### src/rtl/sw_seq_feeder.sv
// Holds S/T symbol sequences, streams them to the aligner as one
// contiguous valid burst, then waits for the aligner's finish/score.
module sw_seq_feeder #(
    parameter int unsigned SEQ_LEN = 256,
    parameter int unsigned TIMEOUT = 1023
) (
    input  logic        clk,
    input  logic        reset_n,
    input  logic        wr_en,
    input  logic        wr_sel,
    input  logic [7:0]  wr_addr,
    input  logic [1:0]  wr_data,
    input  logic        start,
    output logic        busy,
    output logic [1:0]  data_s,
    output logic [1:0]  data_t,
    output logic        valid,
    input  logic        finish,
    input  logic [11:0] max,
    output logic        done,
    output logic        err,
    output logic [11:0] result
);

    localparam int unsigned IW = (SEQ_LEN > 1) ? $clog2(SEQ_LEN) : 1;
    localparam int unsigned CW = (TIMEOUT > 0) ? $clog2(TIMEOUT + 1) : 1;
    localparam logic [IW-1:0] LAST_IDX = IW'(SEQ_LEN - 1);
    localparam logic [CW-1:0] TMO_CNT  = CW'(TIMEOUT);

    typedef enum logic [1:0] {
        ST_IDLE   = 2'd0,
        ST_STREAM = 2'd1,
        ST_WAIT   = 2'd2,
        ST_DONE   = 2'd3
    } state_t;

    state_t          state_q, state_d;
    logic [IW-1:0]   idx_q, idx_d;
    logic [CW-1:0]   wcnt_q, wcnt_d;
    logic            busy_d, valid_d, done_d, err_d;
    logic [1:0]      data_s_d, data_t_d;
    logic [11:0]     result_d;

    logic [1:0]      s_mem [SEQ_LEN];
    logic [1:0]      t_mem [SEQ_LEN];

    logic            idle_c, wr_ok_c, wr_hit_c;
    logic [IW-1:0]   rd_idx_c;
    logic [1:0]      rd_s_c, rd_t_c;

    // Host writes land only while no job is in flight; the next beat's read
    // forwards a same-cycle write so a write issued with start is streamed.
    assign idle_c   = (state_q == ST_IDLE) || (state_q == ST_DONE);
    assign wr_ok_c  = wr_en && idle_c && (32'(wr_addr) < SEQ_LEN);
    assign rd_idx_c = (state_q == ST_STREAM) ? idx_q + 1'b1 : '0;
    assign wr_hit_c = wr_ok_c && (IW'(wr_addr) == rd_idx_c);
    assign rd_s_c   = (wr_hit_c && !wr_sel) ? wr_data : s_mem[rd_idx_c];
    assign rd_t_c   = (wr_hit_c &&  wr_sel) ? wr_data : t_mem[rd_idx_c];

    // Sequence buffers (not reset)
    always_ff @(posedge clk) begin
        if (wr_ok_c) begin
            if (wr_sel) t_mem[IW'(wr_addr)] <= wr_data;
            else        s_mem[IW'(wr_addr)] <= wr_data;
        end
    end

    // Next-state and next-output logic
    always_comb begin
        state_d  = state_q;
        idx_d    = idx_q;
        wcnt_d   = wcnt_q;
        busy_d   = busy;
        valid_d  = 1'b0;
        data_s_d = 2'b00;
        data_t_d = 2'b00;
        done_d   = done;
        err_d    = err;
        result_d = result;
        case (state_q)
            ST_IDLE, ST_DONE: begin
                if (start) begin
                    state_d  = ST_STREAM;
                    idx_d    = '0;
                    wcnt_d   = '0;
                    busy_d   = 1'b1;
                    done_d   = 1'b0;
                    err_d    = 1'b0;
                    result_d = '0;
                    valid_d  = 1'b1;
                    data_s_d = rd_s_c;
                    data_t_d = rd_t_c;
                end
            end
            ST_STREAM: begin
                if (idx_q == LAST_IDX) begin
                    state_d = ST_WAIT;
                    wcnt_d  = '0;
                end else begin
                    idx_d    = idx_q + 1'b1;
                    valid_d  = 1'b1;
                    data_s_d = rd_s_c;
                    data_t_d = rd_t_c;
                end
            end
            ST_WAIT: begin
                if (finish) begin
                    state_d  = ST_DONE;
                    result_d = max;
                    done_d   = 1'b1;
                    err_d    = 1'b0;
                    busy_d   = 1'b0;
                end else if (wcnt_q == TMO_CNT) begin
                    state_d  = ST_DONE;
                    result_d = '0;
                    done_d   = 1'b1;
                    err_d    = 1'b1;
                    busy_d   = 1'b0;
                end else begin
                    wcnt_d = wcnt_q + 1'b1;
                end
            end
            default: state_d = ST_IDLE;
        endcase
    end

    // State, counters and registered outputs
    always_ff @(posedge clk or negedge reset_n) begin
        if (!reset_n) begin
            state_q <= ST_IDLE;
            idx_q   <= '0;
            wcnt_q  <= '0;
            busy    <= 1'b0;
            valid   <= 1'b0;
            data_s  <= 2'b00;
            data_t  <= 2'b00;
            done    <= 1'b0;
            err     <= 1'b0;
            result  <= '0;
        end else begin
            state_q <= state_d;
            idx_q   <= idx_d;
            wcnt_q  <= wcnt_d;
            busy    <= busy_d;
            valid   <= valid_d;
            data_s  <= data_s_d;
            data_t  <= data_t_d;
            done    <= done_d;
            err     <= err_d;
            result  <= result_d;
        end
    end

endmodule

### config.mk
export PLATFORM = sky130hd
export DESIGN_NAME = sw_seq_feeder
export DESIGN_NICKNAME = d
export VERILOG_FILES = /design/src/rtl/sw_seq_feeder.sv
export SDC_FILE = /design/constraint.sdc
export NUM_CORES = 2
export LEC_CHECK = 0
export CELL_PAD_IN_SITES_DETAIL_PLACEMENT = 0
export CELL_PAD_IN_SITES_GLOBAL_PLACEMENT = 1
export CORE_AREA = 4 4 320 290
export DETAILED_ROUTE_END_ITERATION = 8
export DIE_AREA = 0 0 324 294
export PLACE_DENSITY = 0.77
export SLEW_MARGIN = 20
export SYNTH_ARGS = -nofsm -noshare
export SYNTH_HDL_FRONTEND = slang
export SYNTH_SLANG_ARGS = --single-unit
### constraint.sdc
create_clock -name clk -period 6.3 [get_ports clk]
set_clock_uncertainty 0.1 [all_clocks]
set_input_delay 1.575 -clock clk [delete_from_list [all_inputs] [get_ports clk]]
set_output_delay 1.575 -clock clk [all_outputs]
set_load 0.05 [all_outputs]
### Word level (Yosys, flattened, before mapping)

Memories as Yosys holds them, arrays and structs flattened.
Index checks and enable logic that the tools add are counted.

| storage, ports and cells | value |
|---|---|
| flip-flop bits (word level) | 40 |
| latch bits | 0 |
| bits in writable memories | 1024 |
| memory bits (read-only) | 0 |
| logic and storage cells | 85 |
| memories kept | 2 |

Memory list:

| name | words | width | read ports | clocked after memory_dff | write ports | line | text |
|---|---|---|---|---|---|---|---|
| s_mem | 256 | 2 | 1 | 0 | 1 | 44 | `logic [1:0] s_mem [SEQ_LEN];` |
| t_mem | 256 | 2 | 1 | 0 | 1 | 45 | `logic [1:0] t_mem [SEQ_LEN];` |

| operators by class | value |
|---|---|
| add/sub/neg operators | 2 |
| multipliers | 0 |
| div/mod/pow operators | 0 |
| $lt $le $gt $ge | 0 |
| eq/ne operators | 12 |
| shift-type cells | 0 |
| mux-type cells | 45 |
| bitwise logic cells | 0 |
| reduce and logical (&&, ||, !) cells | 14 |

Operator list:

| kind | number |
|---|---|
| 10-bit 2-to-1 mux | 4 |
| 12-bit 2-to-1 mux | 3 |
| 10-bit one-hot mux with 3 select lines | 1 |
| 8-bit 2-to-1 mux | 3 |
| 12-bit one-hot mux with 2 select lines | 1 |
| 2-bit 2-to-1 mux | 10 |
| 8-bit one-hot mux with 2 select lines | 1 |
| 1-bit 2-to-1 mux | 15 |
| 10-bit by 1-bit adder with 10-bit output (second input constant) | 1 |
| 10-bit equality test (second input constant) | 1 |
| 3-bit AND reduction | 3 |
| 8-bit by 1-bit adder with 8-bit output (second input constant) | 1 |
| 8-bit equality test | 1 |
| 8-bit equality test (second input constant) | 1 |
| 2-bit inequality test (second input constant) | 4 |
| 1-bit one-hot mux with 2 select lines | 4 |
| 2-bit one-hot mux with 2 select lines | 2 |
| 2-bit one-hot mux with 3 select lines | 1 |
| 2-bit equality test (second input constant) | 2 |
| 1-bit logical AND | 4 |
| 4-bit AND reduction | 1 |
| 2-bit nonzero test | 2 |
| 3-bit inequality test (second input constant) | 1 |
| 2-bit by 1-bit equality test with 1-bit output (second input constant) | 1 |
| 5 further kinds | 5 |

### Logic depth before layout (Yosys ltp)

| logic depth | value |
|---|---|
| depth after elaboration | 8 |
| gate-level depth with buffers | 16 |

### Worst setup path before layout

No wires, ideal clock.

| timing path | value |
|---|---|
| path kind | input to register |
| start | input port wr_addr[1] |
| end | memory s_mem[126][0] (enable) |
| library setup time | 0.309 ns |
| arrival | 3.228 ns |
| data required time | 5.891 ns |
| setup slack | 2.663 ns |
| cell stages on the path | 8 |
| buffers on the path | 4 |
| path through | clkbuf_1 -> nor2b_1 -> clkbuf_1 -> nand3_1 -> or3_1 -> clkbuf_1 -> clkbuf_1 -> nor2_1 |

RTL lines:

| element | line | text |
|---|---|---|
| start, declared | 11 | `input logic [7:0] wr_addr,` |
| end, declared | 44 |  |

No word-level cell before the write port.

### Worst setup path in the final report

| timing path | value |
|---|---|
| start | register state_q[1] |
| end | register data_t[1] |

| on the way | value |
|---|---|
| cells in the longest elaborated chain, start to end | 8 |
| elaborated cells on any way between the ends | 15 |
| classes of those cells | eq/ne (3); mux (5); reduce/logical (6); memory (1) |

Ends and longest elaborated chain:

| element | line | text |
|---|---|---|
| start, declared | 37 | `state_t state_q, state_d;` |
| start signal, assigned | 141 | `state_q <= state_d;` |
| branches (longest 7 deep; another with memory read 256 x 2 bit) | -- |  |
| 2-bit one-hot mux with 2 select lines (*) | 80 | `case (state_q)` |
| via data_t_d[1] | 41 | `logic [1:0] data_s_d, data_t_d;` |
| end signal, assigned | 147 | `data_t <= data_t_d;` |
| end, declared | 16 | `output logic [1:0] data_t,` |

Mark *: on every way through the listed nets, which the timed path passes.
A chain may end at the register's enable or synchronous reset.

==> impl_results.md <==
- Clock Power Share: 0.347
- Rel. slew slack: 0.202
- Final Wtd Congestion: just under 0.9
- Setup_tns: 0 ps
- Cell Chain, Critical Path: inv_1 -> ha_2 -> and2b_4 -> buf_4 -> mux4_2 -> o22ai_1 -> nor3_1 -> a31oi_1 -> nand3_1 -> nor4_1 -> o41ai_1 -> buf_4
- Clock Tree Root: clkbuf_16
- Proportion of synthesized chip area in sequential cells: 0.714
- Post-synth top flop: edfxtp_1
- CTS tree: built
- Max_cap viols: 0
- Setup CP Type: flop to flop
- Internal power: between 10 and 15 mW
- DR vias/cell: 6.63
- # setup viols final: 0
- Die width: between 300 and 400 um
- Sw frac: 0.300
- Synthesized Nets: 3,250
- WHS: 388 ps
- Max frequency: roughly 220 MHz
- Net Sw Power: 5.54 mW
- DRT Pass-1 Iters: 6
- Critical path arrival: between 4000 and 5000 ps
- Vias in the first global route: 28,800
- Status: complete, no violations
- PwrDens: about 370 nW/um^2
- Clock Latency Late Sink: 670 ps
- Cell count after synthesis: around 3,200
- Synth cell count leaders: edfxtp_1, nor2_1, nand2_1, clkbuf_1, a221oi_1
- GRT Util Overall: 0.278
- Num ports: 48
- Clock-pin slew on the worst setup and hold paths: ~60 ps
- Worst Max-Slew Pin Slew: ~1200 ps
- CP max-delay cell: and2b_4
- Dpl hpwl: 78,300 um
- Placed Cells: ~4,300
- Site Rows: between 100 and 150
- Clock Sinks: 1,064
- Via count: just under 30,000
- Final net count: about 3,300
- Area grow syn2layout: 12.3%
- Final-layout fill cell count: between 7,000 and 8,000
- Largest net degree at the start of global routing: 206
- Most frequent CP cell: buf_4
- CP Launch Type: flop
- Maximum fanout along the worst path: 41
- Overflow after GRT: 0
- FFs w/ async S/R, synth: 0.0376
- Dominant cell type by area after synthesis: edfxtp_1
- Seq cells post-synth: 1,064
- Cell area after layout: approximately 50,000 um^2
- Avg WL per Cell: between 20 and 30 um
- Post-synthesis cell type count: 64
- HP Class: flop to flop
- Post-synth top area share: 0.692
- Synth Cell Area: between 40,000 and 50,000 um^2
- Post_cts resized: 0
- Core area: between 80,000 and 90,000 um^2
- DIE AREA: 95,300 um^2
- Hold Vio Cnt, Final: 0
- H-tree levels: 3
- Initial antenna violation count: 9
- Chip height: ~300 um
- Final slew viol count: 0
- Critical Path End Type: flop
- Critical Path Max Stage Delay: 800 ps
- Synth Area per Inst: 13.8 um^2
- Most common cell in the netlist: edfxtp_1
- DRC: 0
- Lkg Pwr: approximately 16 nW
- Post-Layout Cell Count: approximately 4,500
- IO Port Bufs: 47
- CP required: 6780 ps
- Sequential power share: 0.429
- Post-synth EDFFs: between 1,000 and 1,500
- Final WL: approximately 130,000 um
- First DRT Iteration DRCs: 4,687
- Layout cells sized above 1: 0.119
- Fin crit period: between 4000 and 5000 ps
- Placed cell area: around 46,000 um^2
- Global-route wire length before repair: 194,000 um
- Synth warnings: 0
- Cts bufs inserted: 108
- Setup bufs post-CTS: 0
- Gate power share: 0.224
- Peak VDD IR: around 0.24 mV
- Initial Utilization: 0.498
- Hold buffer count at CTS: 0
- Routed Antenna Nets: 0
- Final worst path period share: 0.715
- Top cells by area, synth: edfxtp_1, nor2_1, mux4_2, a221oi_1, nand2_1
- RSZ-0062 raised after global routing: false
- Max Buffers Root-to-Sink: 3
## critical path, delay by kind of cell, from the launching register on
kind                       cells  cell delay, ps
AOI/OAI and AO/OA              3             730
muxes                          1             600
buffers and inverters          3             740
and+or+nand+nor                4            1390
adders and majority gates      1             420
DFF                            1             410
## registers in the layout (all words and copies together), names as in the netlist
name     flops
s_mem      512
t_mem      512
result      12
wcnt_q      10
idx_q        8
data_s       2
data_t       2
state_q      2
busy         1
done         1
err          1
valid        1
## cell type report
class | count | area, um^2 | share of cell area
diodes | 5 | 12.5 | 0.000251
clock inverters | 57 | 614 | 0.0123
inverters | 14 | 52.6 | 0.00105
repair buffers | 165 | 1540 | 0.0308
well taps | 1166 | 1460 | 0.0292
flip-flops and latches | 1064 | 31800 | 0.636
clock buffers | 139 | 2900 | 0.0581
multi-input cells | 1865 | 11600 | 0.232
## metrics by stage
| stage | util | power, mW | setup WS [ps] |
|---|---|---|---|
| final | 0.559 | 18.5 | 1790 |
| after global routing | 0.559 | 19.0 | 1630 |
| after CTS | 0.559 | 18.4 | 1840 |
| after detailed placement | 0.520 | 12.1 | 1330 |
| after global placement | 0.520 | 12.1 | 1500 |
| after floorplan | - | 10.6 | 2660 |
## layout by cell type (no fill, tap or decap), types with 44 or more instances in the layout
cell type,count
a21oi_1,81
a221oi_1,134
buf_4,104
clkbuf_16,112
clkdlybuf4s50_1,44
edfxtp_1,1024
mux2i_1,56
mux4_2,69
nand2_1,308
nand3_1,107
nor2_1,551
nor3_1,57
o21ai_0,56
## per-layer routing
layer | routed length [um] | part of all wire | global-route usage
met4 | 4370 | 0.033 | 0.0859
met5 | 33 | 0.00025 | 0.00152
met3 | 16600 | 0.12 | 0.0664
met2 | 59800 | 0.45 | 0.420
met1 | 52600 | 0.39 | 0.405
## final timing paths
check,start,to,slack (ps),depth (start not counted)
max,state_q[1]$_DFFE_PN0P_,data_t[1]$_DFF_PN0_,1790,12
min,err$_DFFE_PN0P_,err$_DFFE_PN0P_,390,2
max reg2reg,state_q[1]$_DFFE_PN0P_,data_t[1]$_DFF_PN0_,1790,12
min reg2reg,err$_DFFE_PN0P_,err$_DFFE_PN0P_,390,2
max in group asynchronous,reset_n,idx_q[0]$_DFFE_PN0P_,4830,1
min in group asynchronous,reset_n,data_t[0]$_DFF_PN0_,810,1
## logic make-up (layout without fill, tap and decap cells)
| family | Yosys count | after routing | synth area share |
|---|---|---|---|
| AND/OR/NAND/NOR | 1156 | 1156 | 0.110 |
| flip-flops | 1064 | 1064 | 0.714 |
| AO/OA/AOI/OAI | 523 | 523 | 0.0861 |
| buffers and inverters | 288 | 375 | 0.0272 |
| multiplexers | 160 | 160 | 0.0564 |
| XOR/XNOR | 21 | 21 | 0.00448 |
| adder cells (fa/ha/maj) | 5 | 5 | 0.00141 |
| other | 0 | 5 | 0 |
## power by group through the flow
stage                     combinational, mW  sequential, mW  clock [mW]
after floorplan                        2.39            8.21           0
after global placement                 4.02            8.06           0
after detailed placement               4.05            8.06           0
after CTS                              4.06            7.91        6.45
after global routing                   4.35            7.92        6.76
final                                  4.14            7.92        6.40
Note: power is estimated with default switching activity, not from simulation.
